$ cat src/rtl/fm_pkg.sv
// Shared state encoding and Wishbone register map for the FM sweep sequencer.
package fm_pkg;

    typedef enum logic [2:0] {
        ST_IDLE     = 3'd0,
        ST_WRITE    = 3'd1,
        ST_WAIT_ACK = 3'd2,
        ST_DWELL    = 3'd3,
        ST_DONE     = 3'd4
    } fm_state_e;

    localparam logic [1:0] ADDR_CARRIER   = 2'd0;
    localparam logic [1:0] ADDR_MOD_FREQ  = 2'd1;
    localparam logic [1:0] ADDR_DEVIATION = 2'd2;

endpackage

$ cat src/rtl/wb_single_write.sv
// One-write Wishbone master: raises cyc/stb on launch, drops stb on acceptance,
// drops cyc on ack or after ACK_TIMEOUT cycles without ack.
module wb_single_write #(
    parameter int DATA_WIDTH  = 32,
    parameter int ACK_TIMEOUT = 15
) (
    input  logic                  clk,
    input  logic                  reset,
    input  logic                  launch,
    input  logic [DATA_WIDTH-1:0] launch_data,
    input  logic                  wb_ack,
    input  logic                  wb_stall,
    output logic                  wb_cyc,
    output logic                  wb_stb,
    output logic                  wb_we,
    output logic [DATA_WIDTH-1:0] wb_data,
    output logic                  accepted,
    output logic                  acked,
    output logic                  timed_out
);

    localparam int TW = ($clog2(ACK_TIMEOUT + 1) < 1) ? 1 : $clog2(ACK_TIMEOUT + 1);
    localparam logic [TW-1:0] TMO_LAST = TW'(ACK_TIMEOUT - 1);

    logic [TW-1:0] wait_cnt;

    // An ack only counts once the strobe has been accepted, either earlier
    // (stb already low) or on this very edge (stall low).
    assign accepted  = wb_stb & ~wb_stall;
    assign acked     = wb_cyc & wb_ack & (~wb_stb | ~wb_stall);
    assign timed_out = wb_cyc & ~wb_stb & ~wb_ack & (wait_cnt == TMO_LAST);

    always_ff @(posedge clk) begin
        if (reset) begin
            wb_cyc   <= 1'b0;
            wb_stb   <= 1'b0;
            wb_we    <= 1'b0;
            wb_data  <= '0;
            wait_cnt <= '0;
        end else if (launch) begin
            wb_cyc   <= 1'b1;
            wb_stb   <= 1'b1;
            wb_we    <= 1'b1;
            wb_data  <= launch_data;
            wait_cnt <= '0;
        end else if (acked || timed_out) begin
            wb_cyc <= 1'b0;
            wb_stb <= 1'b0;
            wb_we  <= 1'b0;
        end else if (accepted) begin
            wb_stb   <= 1'b0;
            wb_we    <= 1'b0;
            wait_cnt <= '0;
        end else if (wb_cyc && !wb_stb) begin
            wait_cnt <= wait_cnt + TW'(1);
        end
    end

endmodule

$ cat src/rtl/fm_sweep_sequencer.sv
// Sweeps a carrier increment from a start value by a signed delta, writing each
// value to the carrier register over Wishbone with a programmable dwell between.
module fm_sweep_sequencer
    import fm_pkg::*;
#(
    parameter int         ACC_WIDTH    = 32,
    parameter int         COUNT_WIDTH  = 16,
    parameter int         DWELL_WIDTH  = 24,
    parameter int         ACK_TIMEOUT  = 15,
    parameter logic [1:0] CARRIER_ADDR = ADDR_CARRIER
) (
    input  logic                   i_clk,
    input  logic                   i_reset,
    input  logic                   i_start,
    input  logic                   i_abort,
    input  logic [ACC_WIDTH-1:0]   i_start_inc,
    input  logic [ACC_WIDTH-1:0]   i_step_inc,
    input  logic [COUNT_WIDTH-1:0] i_num_steps,
    input  logic [DWELL_WIDTH-1:0] i_dwell,
    output logic                   o_wb_cyc,
    output logic                   o_wb_stb,
    output logic                   o_wb_we,
    output logic [1:0]             o_wb_addr,
    output logic [ACC_WIDTH-1:0]   o_wb_data,
    input  logic                   i_wb_ack,
    input  logic                   i_wb_stall,
    output logic                   o_busy,
    output logic                   o_done,
    output logic                   o_error,
    output logic [COUNT_WIDTH-1:0] o_step_idx
);

    fm_state_e state, next_state;

    logic [ACC_WIDTH-1:0]   cur_inc;
    logic [ACC_WIDTH-1:0]   step_q;
    logic [ACC_WIDTH-1:0]   launch_data;
    logic [COUNT_WIDTH-1:0] num_steps_q;
    logic [COUNT_WIDTH-1:0] step_idx;
    logic [DWELL_WIDTH-1:0] dwell_q;
    logic [DWELL_WIDTH-1:0] dwell_cnt;
    logic                   abort_q;
    logic                   error_q;
    logic                   launch;
    logic                   bus_accept;
    logic                   bus_ack;
    logic                   bus_timeout;
    logic                   last_step;
    logic                   abort_now;
    logic                   dwell_over;

    assign last_step  = (step_idx == num_steps_q - COUNT_WIDTH'(1));
    assign abort_now  = abort_q | i_abort;
    assign dwell_over = (dwell_cnt == dwell_q - DWELL_WIDTH'(1));

    always_comb begin
        next_state  = state;
        launch      = 1'b0;
        launch_data = cur_inc;
        case (state)
            ST_IDLE: begin
                if (!i_abort && i_start) begin
                    if (i_num_steps != '0) begin
                        next_state  = ST_WRITE;
                        launch      = 1'b1;
                        launch_data = i_start_inc;
                    end else begin
                        next_state = ST_DONE;
                    end
                end
            end
            ST_WRITE, ST_WAIT_ACK: begin
                // An abort never cuts a bus cycle short; it only decides
                // where we go once the cycle has finished.
                if (bus_timeout) begin
                    next_state = ST_IDLE;
                end else if (bus_ack) begin
                    if (abort_now) begin
                        next_state = ST_IDLE;
                    end else if (last_step) begin
                        next_state = ST_DONE;
                    end else if (dwell_q != '0) begin
                        next_state = ST_DWELL;
                    end else begin
                        next_state  = ST_WRITE;
                        launch      = 1'b1;
                        launch_data = cur_inc + step_q;
                    end
                end else if (state == ST_WRITE && bus_accept) begin
                    next_state = ST_WAIT_ACK;
                end
            end
            ST_DWELL: begin
                if (i_abort) begin
                    next_state = ST_IDLE;
                end else if (dwell_over) begin
                    next_state = ST_WRITE;
                    launch     = 1'b1;
                end
            end
            ST_DONE: next_state = ST_IDLE;
            default: next_state = ST_IDLE;
        endcase
    end

    always_ff @(posedge i_clk) begin
        if (i_reset) begin
            state       <= ST_IDLE;
            cur_inc     <= '0;
            step_q      <= '0;
            num_steps_q <= '0;
            dwell_q     <= '0;
            dwell_cnt   <= '0;
            step_idx    <= '0;
            abort_q     <= 1'b0;
            error_q     <= 1'b0;
        end else begin
            state <= next_state;
            case (state)
                ST_IDLE: begin
                    if (!i_abort && i_start && i_num_steps != '0) begin
                        cur_inc     <= i_start_inc;
                        step_q      <= i_step_inc;
                        num_steps_q <= i_num_steps;
                        dwell_q     <= i_dwell;
                        step_idx    <= '0;
                        abort_q     <= 1'b0;
                        error_q     <= 1'b0;
                    end
                end
                ST_WRITE, ST_WAIT_ACK: begin
                    if (i_abort) begin
                        abort_q <= 1'b1;
                    end
                    if (bus_timeout) begin
                        error_q <= 1'b1;
                    end else if (bus_ack && !abort_now && !last_step) begin
                        cur_inc   <= cur_inc + step_q;
                        step_idx  <= step_idx + COUNT_WIDTH'(1);
                        dwell_cnt <= '0;
                    end
                end
                ST_DWELL: dwell_cnt <= dwell_cnt + DWELL_WIDTH'(1);
                default: ;
            endcase
        end
    end

    wb_single_write #(
        .DATA_WIDTH (ACC_WIDTH),
        .ACK_TIMEOUT(ACK_TIMEOUT)
    ) u_wb (
        .clk        (i_clk),
        .reset      (i_reset),
        .launch     (launch),
        .launch_data(launch_data),
        .wb_ack     (i_wb_ack),
        .wb_stall   (i_wb_stall),
        .wb_cyc     (o_wb_cyc),
        .wb_stb     (o_wb_stb),
        .wb_we      (o_wb_we),
        .wb_data    (o_wb_data),
        .accepted   (bus_accept),
        .acked      (bus_ack),
        .timed_out  (bus_timeout)
    );

    assign o_wb_addr  = CARRIER_ADDR;
    assign o_busy     = (state != ST_IDLE);
    assign o_done     = (state == ST_DONE);
    assign o_error    = error_q;
    assign o_step_idx = step_idx;

endmodule

$ cat config.mk
export PLATFORM = sky130hd
export DESIGN_NAME = fm_sweep_sequencer
export DESIGN_NICKNAME = d
export VERILOG_FILES = /design/src/rtl/fm_pkg.sv /design/src/rtl/wb_single_write.sv /design/src/rtl/fm_sweep_sequencer.sv
export SDC_FILE = /design/constraint.sdc
export NUM_CORES = 1
export LEC_CHECK = 0
export BUFFER_PORTS_ARGS = -buffer_cell sky130_fd_sc_hd__buf_2
export CAP_MARGIN = 20
export CORE_MARGIN = 2
export CORE_UTILIZATION = 35
export DETAILED_ROUTE_END_ITERATION = 8
export HOLD_SLACK_MARGIN = 0.05
export PLACE_DENSITY = 0.61
export SETUP_SLACK_MARGIN = 0.4
export SYNTH_ARGS = -nofsm -noshare
export SYNTH_HDL_FRONTEND = slang
export SYNTH_SLANG_ARGS = --single-unit
$ cat constraint.sdc
create_clock -name i_clk -period 7.85 [get_ports i_clk]
set_input_delay 0.3925 -clock i_clk [delete_from_list [all_inputs] [get_ports i_clk]]
set_output_delay 0.3925 -clock i_clk [all_outputs]
set_load 0.02 [all_outputs]
==> results.toml, run 1 <==
[status]
status = "completed"

[synthesis]
synth_area_per_cell_sq_um = 7.692
yosysWarnings = 0
synth-edff-count = 0
ys_ff_latch = 187
ys_types = 79
synth-xor-area-share = 0.09236
ys.flop_type = "dfxtp_1"
async_flop_share = 0
mappedNetlistArea_sq_um = 11280
synthAdderAreaFrac = 0.04280
synthSimpleGateAreaFrac = 0.2415
synth_compound_area_frac = 0.2438
syn_inst = 1467
synth_seq_area_share = 0.3317
muxShareOfSynthArea = 0.003548
synth_top_family_by_area = "compound AO/OA/AOI/OAI gates"

[worst_setup_path]
cp.required_ns = 8.21
rr_worst_depth = 11
cp.arrival_ns = 4.88
r2r-end = "u_wb.wait_cnt[3]"
crit_type = "reg -> reg"
cp-start-kind = "register"
cp-end-kind = "register"
reg2reg_from = "num_steps_q[0]"
cp_max_fo = 11
r2r_slack_ns = 3.33

[drt]
wirelength_microns = 34700
vias = 11030
drc = 0
drt_iter0_markers = 932
viasPerCell = 5.554
avgRoutedWirePerCell_microns = 17.47
postRouteAntennaNets = 0
firstDrtPassIters = 6

[placed_design]
post-place-ws_ns = 3.388
portBuffers = 163
postPlaceCellArea_sq_um = 12330
place.gp.congestion = 0.9129
dp_hpwl_microns = 24170

[global_route]
grt_usage = 0.2074
grt-ovfl-total = 0
grt_pass1_wl_microns = 55550
grt_max_degree = 89
antenna_found_initial = 2
first_global_vias = 10390

[min_path]
min_from = "i_dwell[19]"
hp-class = "in -> reg"
whs_endpoint = "dwell_q[19]"
worstHoldPathCells = 3

[clock_tree]
cts_buffers = 17
root_buffer = "clkbuf_16"
cts_buffer_depth = 2
ctsHtreeMaxLevel = 4
ctsResizeCount = 0
cts.sinks = 187
clock_latency_ns = 0.45
path_clk_slew_ns = 0.08
post_cts_buffers = 0
holdBufCountCts = 0
tritoncts = "yes"

[die]
start_util = 0.3567
core_area_sq_um = 31640
pin_count = 166
fp.dieW_microns = 183.6
dieHeight_microns = 183.6
num_rows = 65
die_area_sq_um = 33690

[cells_and_area]
multiInputGateArea_sq_um = 7099
final_nets = 1719
regArea_sq_um = 3744
n_antenna_cell = 0
syn_to_final_growth_pct = 15.14
drive_gt1_frac = 0.1572
stdcell_area_sq_um = 12990
num-fill-cells = 3279

[power]
leakage_nw = 5.139
power_frac_seq = 0.301
pwr-share-comb = 0.502
power.switching_mw = 2.208
sw_frac_of_total = 0.4567
pwr_density_cell_nw_per_um2 = 372.1
p_total_mw = 4.835
p_clk_frac = 0.197
ir_drop_mv = 0.2195
p_int_mw = 2.627

[sta]
hold_viol_final = 0
setup_tns_ns = 0
worstMarginPinSlew_ns = 1.065
finalCritPeriodShare = 0.5754
slew_violations = 0
rsz0062_at_grt = "no"
setup_viol = 0
fin_ws_ns = 3.333
max_freq_mhz = 221.4
layout_min_cycle_time_ns = 4.517
skew_ns = 0.01245
holdWs_ns = 0.1707
max-slew-margin-rel = 0.2901

[flow_run]
maxCapViolations = 0
## cell families (layout without fill, tap and decap cells)
| logic type | Yosys count | in the layout |
|---|---|---|
| DFF | 187 | 187 |
| buffers and inverters | 115 | 231 |
| other | 1 | 2 |
| xor gates and xnor gates | 119 | 119 |
| AOI/OAI and AO/OA | 405 | 405 |
| adders and majority gates | 38 | 38 |
| and+or+nand+nor | 598 | 598 |
| muxes | 4 | 4 |
## cell usage after synthesis, drive strengths merged (18+ instances only)
library cell	n	area [sq um]
a211oi	33	287.8
a21o	27	202.7
a21oi	156	780.8
a22oi	18	135.1
a311oi	33	376.6
buf	25	157.7
clkbuf	65	244.0
dfxtp	187	3744
ha	37	462.9
inv	24	90.09
nand2	261	979.7
nand3	24	125.1
nand4	25	156.4
nor2	161	609.3
nor3	31	160.1
nor4	21	167.7
o21ai	51	259.0
xnor2	81	709.4
xor2	38	332.8
## sequential cells by signal, summed over array words and instances (netlist names)
register,cells
dwell_q,24
step_q,32
num_steps_q,16
dwell_cnt,24
o_error,1
cur_inc,32
state,3
abort_q,1
u_wb.wb_data,32
u_wb.wait_cnt,4
o_step_idx,16
u_wb.wb_stb,1
u_wb.wb_cyc,1
## final cells by class
type                    count  share of cell area
well taps                 402             0.03871
flip-flops and latches    187              0.2881
inverters                  25            0.007223
multi-input cells        1166              0.5464
repair buffers            174             0.07088
clock inverters            13             0.01454
clock buffers              19             0.03409
## power by group through the flow
stage | registers, mW | logic (mW) | clock network, mW
after floorplan | 1.49 | 1.75 | 0
after global placement | 1.47 | 2.36 | 0
after detailed placement | 1.47 | 2.39 | 0
after CTS | 1.45 | 2.40 | 0.973
after global routing | 1.49 | 2.69 | 1.01
final | 1.46 | 2.43 | 0.953
## layout by cell type (no fill, tap or decap), drive strengths merged, types with 37 or more instances in the layout
cell and n:
a21oi 156, buf 174, dfxtp 187, ha 37, nand2 261, nor2 161
o21ai 51, xnor2 81, xor2 38
## metal layers
layer	routed length, microns	GRT usage	share of wire	vias up
li1	-	-	-	5439
met2	15540	0.3328	0.45	377
met5	29	0	0.00084	-
met1	16070	0.2815	0.46	5170
met4	670	0.06528	0.019	4
met3	2386	0.03863	0.069	41
## stage by stage
step | utilization | std cells
after global placement | 0.3896 | 1952
final | 0.4107 | 1986
after CTS | 0.4096 | 1984
after detailed placement | 0.3896 | 1952
after global routing | 0.4107 | 1986
after floorplan | - | 1468
## how the worst max path moves through the flow
stage	from	endpoint	slack [ns]	cells after the start
after floorplan	num_steps_q[0]	u_wb.wb_data[10]	4.28	14
after global placement	num_steps_q[0]	o_step_idx[15]	3.41	12
after detailed placement	num_steps_q[0]	o_step_idx[15]	3.39	12
after CTS	num_steps_q[0]	o_step_idx[15]	3.37	12
after global routing	num_steps_q[0]	u_wb.wait_cnt[3]	3.03	11
final	num_steps_q[0]	u_wb.wait_cnt[3]	3.33	11
## worst max-delay path, cell delays in order, from the launching register on
cell	delay, ns
dfxtp_1	0.37
inv_1	0.08
ha_1	0.22
nor4b_1	0.66
nand4_1	0.21
xnor2_1	0.20
or3b_1	0.36
or4b_4	0.56
o2111a_1	0.44
a211oi_2	0.80
nand2b_1	0.28
a211oi_1	0.23
No activity file was read; power rests on OpenSTA's default activity.
==> run 2, diff against run 1 <==
==> constraint.sdc (replaced) <==
create_clock -name i_clk -period 4.3 [get_ports i_clk]
set_input_delay 0.215 -clock i_clk [delete_from_list [all_inputs] [get_ports i_clk]]
set_output_delay 0.215 -clock i_clk [all_outputs]
set_load 0.02 [all_outputs]
==> run 2 against run 1 <==
Design area rose by 7.2%. Register-to-register slack got worse by 2.7 ns. Die area did not move. Sequential share of layout area fell by 1.9 points. Combinational power rose by 91%.
==> results.toml, run 2 (same netlist as run 1, synthesis figures left out) <==
[status]
status = "completed"

[worst_setup_path]
crit_type = "reg -> reg"
cp_top_family = "simple AND/OR/NAND/NOR gates"
max_stage_delay_ns = 0.55
cp_max_fo = 12
cp.buffers_inverters = 0
critPathSlowestCell = "or4_1"
cp.arrival_ns = 4.02
cp.required_ns = 4.67
cp-start-kind = "register"
worstPathCellList = "or4_1, or2_1, nor4_1, a21oi_1, nor4_1, nand4_1, nor4_4, a211oi_2, or4_1, a21oi_1"
cp-end-kind = "register"

[sta]
setup_viol = 0
max-slew-margin-rel = 0.3573
max_freq_mhz = 274.2
rsz0062_at_grt = "yes"
setup_tns_ns = 0
hold_viol_final = 0
layout_min_cycle_time_ns = 3.647
slew_violations = 0
skew_ns = 0.01869
finalCritPeriodShare = 0.8482
fin_ws_ns = 0.6526
holdWs_ns = 0.05820
worstMarginPinSlew_ns = 0.9641

[global_route]
grt_usage = 0.2089
gr-usage-met3 = 0.04279
grt_max_degree = 81
grt_pass1_wl_microns = 56260
use_met2 = 0.3366
busiest_layer = "met2"
antenna_found_initial = 3
grt_util_met1 = 0.2797
grt-ovfl-total = 0
first_global_vias = 10580

[power]
leakage_nw = 5.558
sw_frac_of_total = 0.4520
p_clk_frac = 0.188
p_int_mw = 4.949
pwr-share-comb = 0.515
power.switching_mw = 4.082
p_total_mw = 9.031
ir_drop_mv = 0.3935
pwr_density_cell_nw_per_um2 = 648.2
power_frac_seq = 0.296

[cells_and_area]
utilization = 0.4404
finalNonFillerCells = 2076
layout_common_cells = "nand2_1 (260), dfxtp_1 (187), buf_2 (162)"
final_common_cell = "nand2_1"
drive_gt1_frac = 0.1573
stdcell_area_sq_um = 13930
syn_to_final_growth_pct = 23.47
reg.largest.list = "cur_inc: 32 flops, step_q: 32 flops, u_wb.wb_data: 32 flops"
final_nets = 1809

[die]
dieHeight_microns = 183.6
die_area_sq_um = 33690
num_rows = 65
fp.dieW_microns = 183.6
pin_count = 166
core_area_sq_um = 31640
start_util = 0.3567

[clock_tree]
tritoncts = "yes"
root_buffer = "clkbuf_16"
ctsHtreeMaxLevel = 4
cts_buffers = 17
clock_latency_ns = 0.44
path_clk_slew_ns = 0.07
cts.sinks = 187
cts_buffer_depth = 2

[placed_design]
dp_hpwl_microns = 25010
portBuffers = 163
postPlaceCellArea_sq_um = 12470
post-place-ws_ns = 0.4440
place.gp.congestion = 0.8839
placed_cells = 1964

[drt]
wirelength_microns = 36340
vias = 11420
postRouteAntennaNets = 0
firstDrtPassIters = 5
avgRoutedWirePerCell_microns = 17.50
drt_iter0_markers = 869
drc = 0
viasPerCell = 5.503

[flow_run]
maxCapViolations = 0

[min_path]
hp-class = "in -> reg"
run 2: layout make-up:
type	count	area, sq um
Antenna cell	2	5.005
Sequential cell	187	3744
Inverter	25	93.84
Timing Repair Buffer	263	1827
Multi-Input combinational cell	1167	7149
Clock buffer	19	442.9
Clock inverter	11	168.9
Tap cell	402	503.0
Fill cell	3117	17700
run 2: worst register-to-register path, stage by stage, from the launching register on:
cell      delay, ns
dfxtp_1        0.36
or4_1          0.55
or2_1          0.41
nor4_1         0.37
a21oi_1        0.12
nor4_1         0.40
nand4_1        0.21
nor4_4         0.33
a211oi_2       0.16
or4_1          0.56
a21oi_1        0.14
run 2: what timing repair did:
item | in CTS | in global routing
setup buffers | 0 | 1
gates resized for setup | 0 | 7
hold buffers | 78 | 0
endpoints found under the hold margin | 78 | 0
endpoints found under the setup margin | 0 | 87
run 2: per-layer routing:
layer  vias to the layer above  wire length [microns]
met5                         -                     16
met4                         2                    652
met3                        42                   2163
met2                       355                  16330
met1                      5392                  17170
li1                       5633                      -
run 2: power by group through the flow:
stage | Clock [mW] | Combinational, mW | Sequential, mW
after global routing | 1.79 | 5.13 | 2.74
after floorplan | 0 | 3.20 | 2.73
final | 1.70 | 4.65 | 2.68
after CTS | 1.73 | 4.56 | 2.66
after global placement | 0 | 4.42 | 2.70
after detailed placement | 0 | 4.48 | 2.70
run 2: path summary, 6_finish.rpt:
check	depth (start not counted)	start	to	slack, ns
setup reg to reg	10	dwell_q[0]	u_wb.wb_data[25]	0.65
hold / removal	3	i_step_inc[2]	step_q[2]	0.06
setup / recovery	10	dwell_q[0]	u_wb.wb_data[25]	0.65
hold reg to reg	2	u_wb.wb_data[25]	u_wb.wb_data[25]	0.46
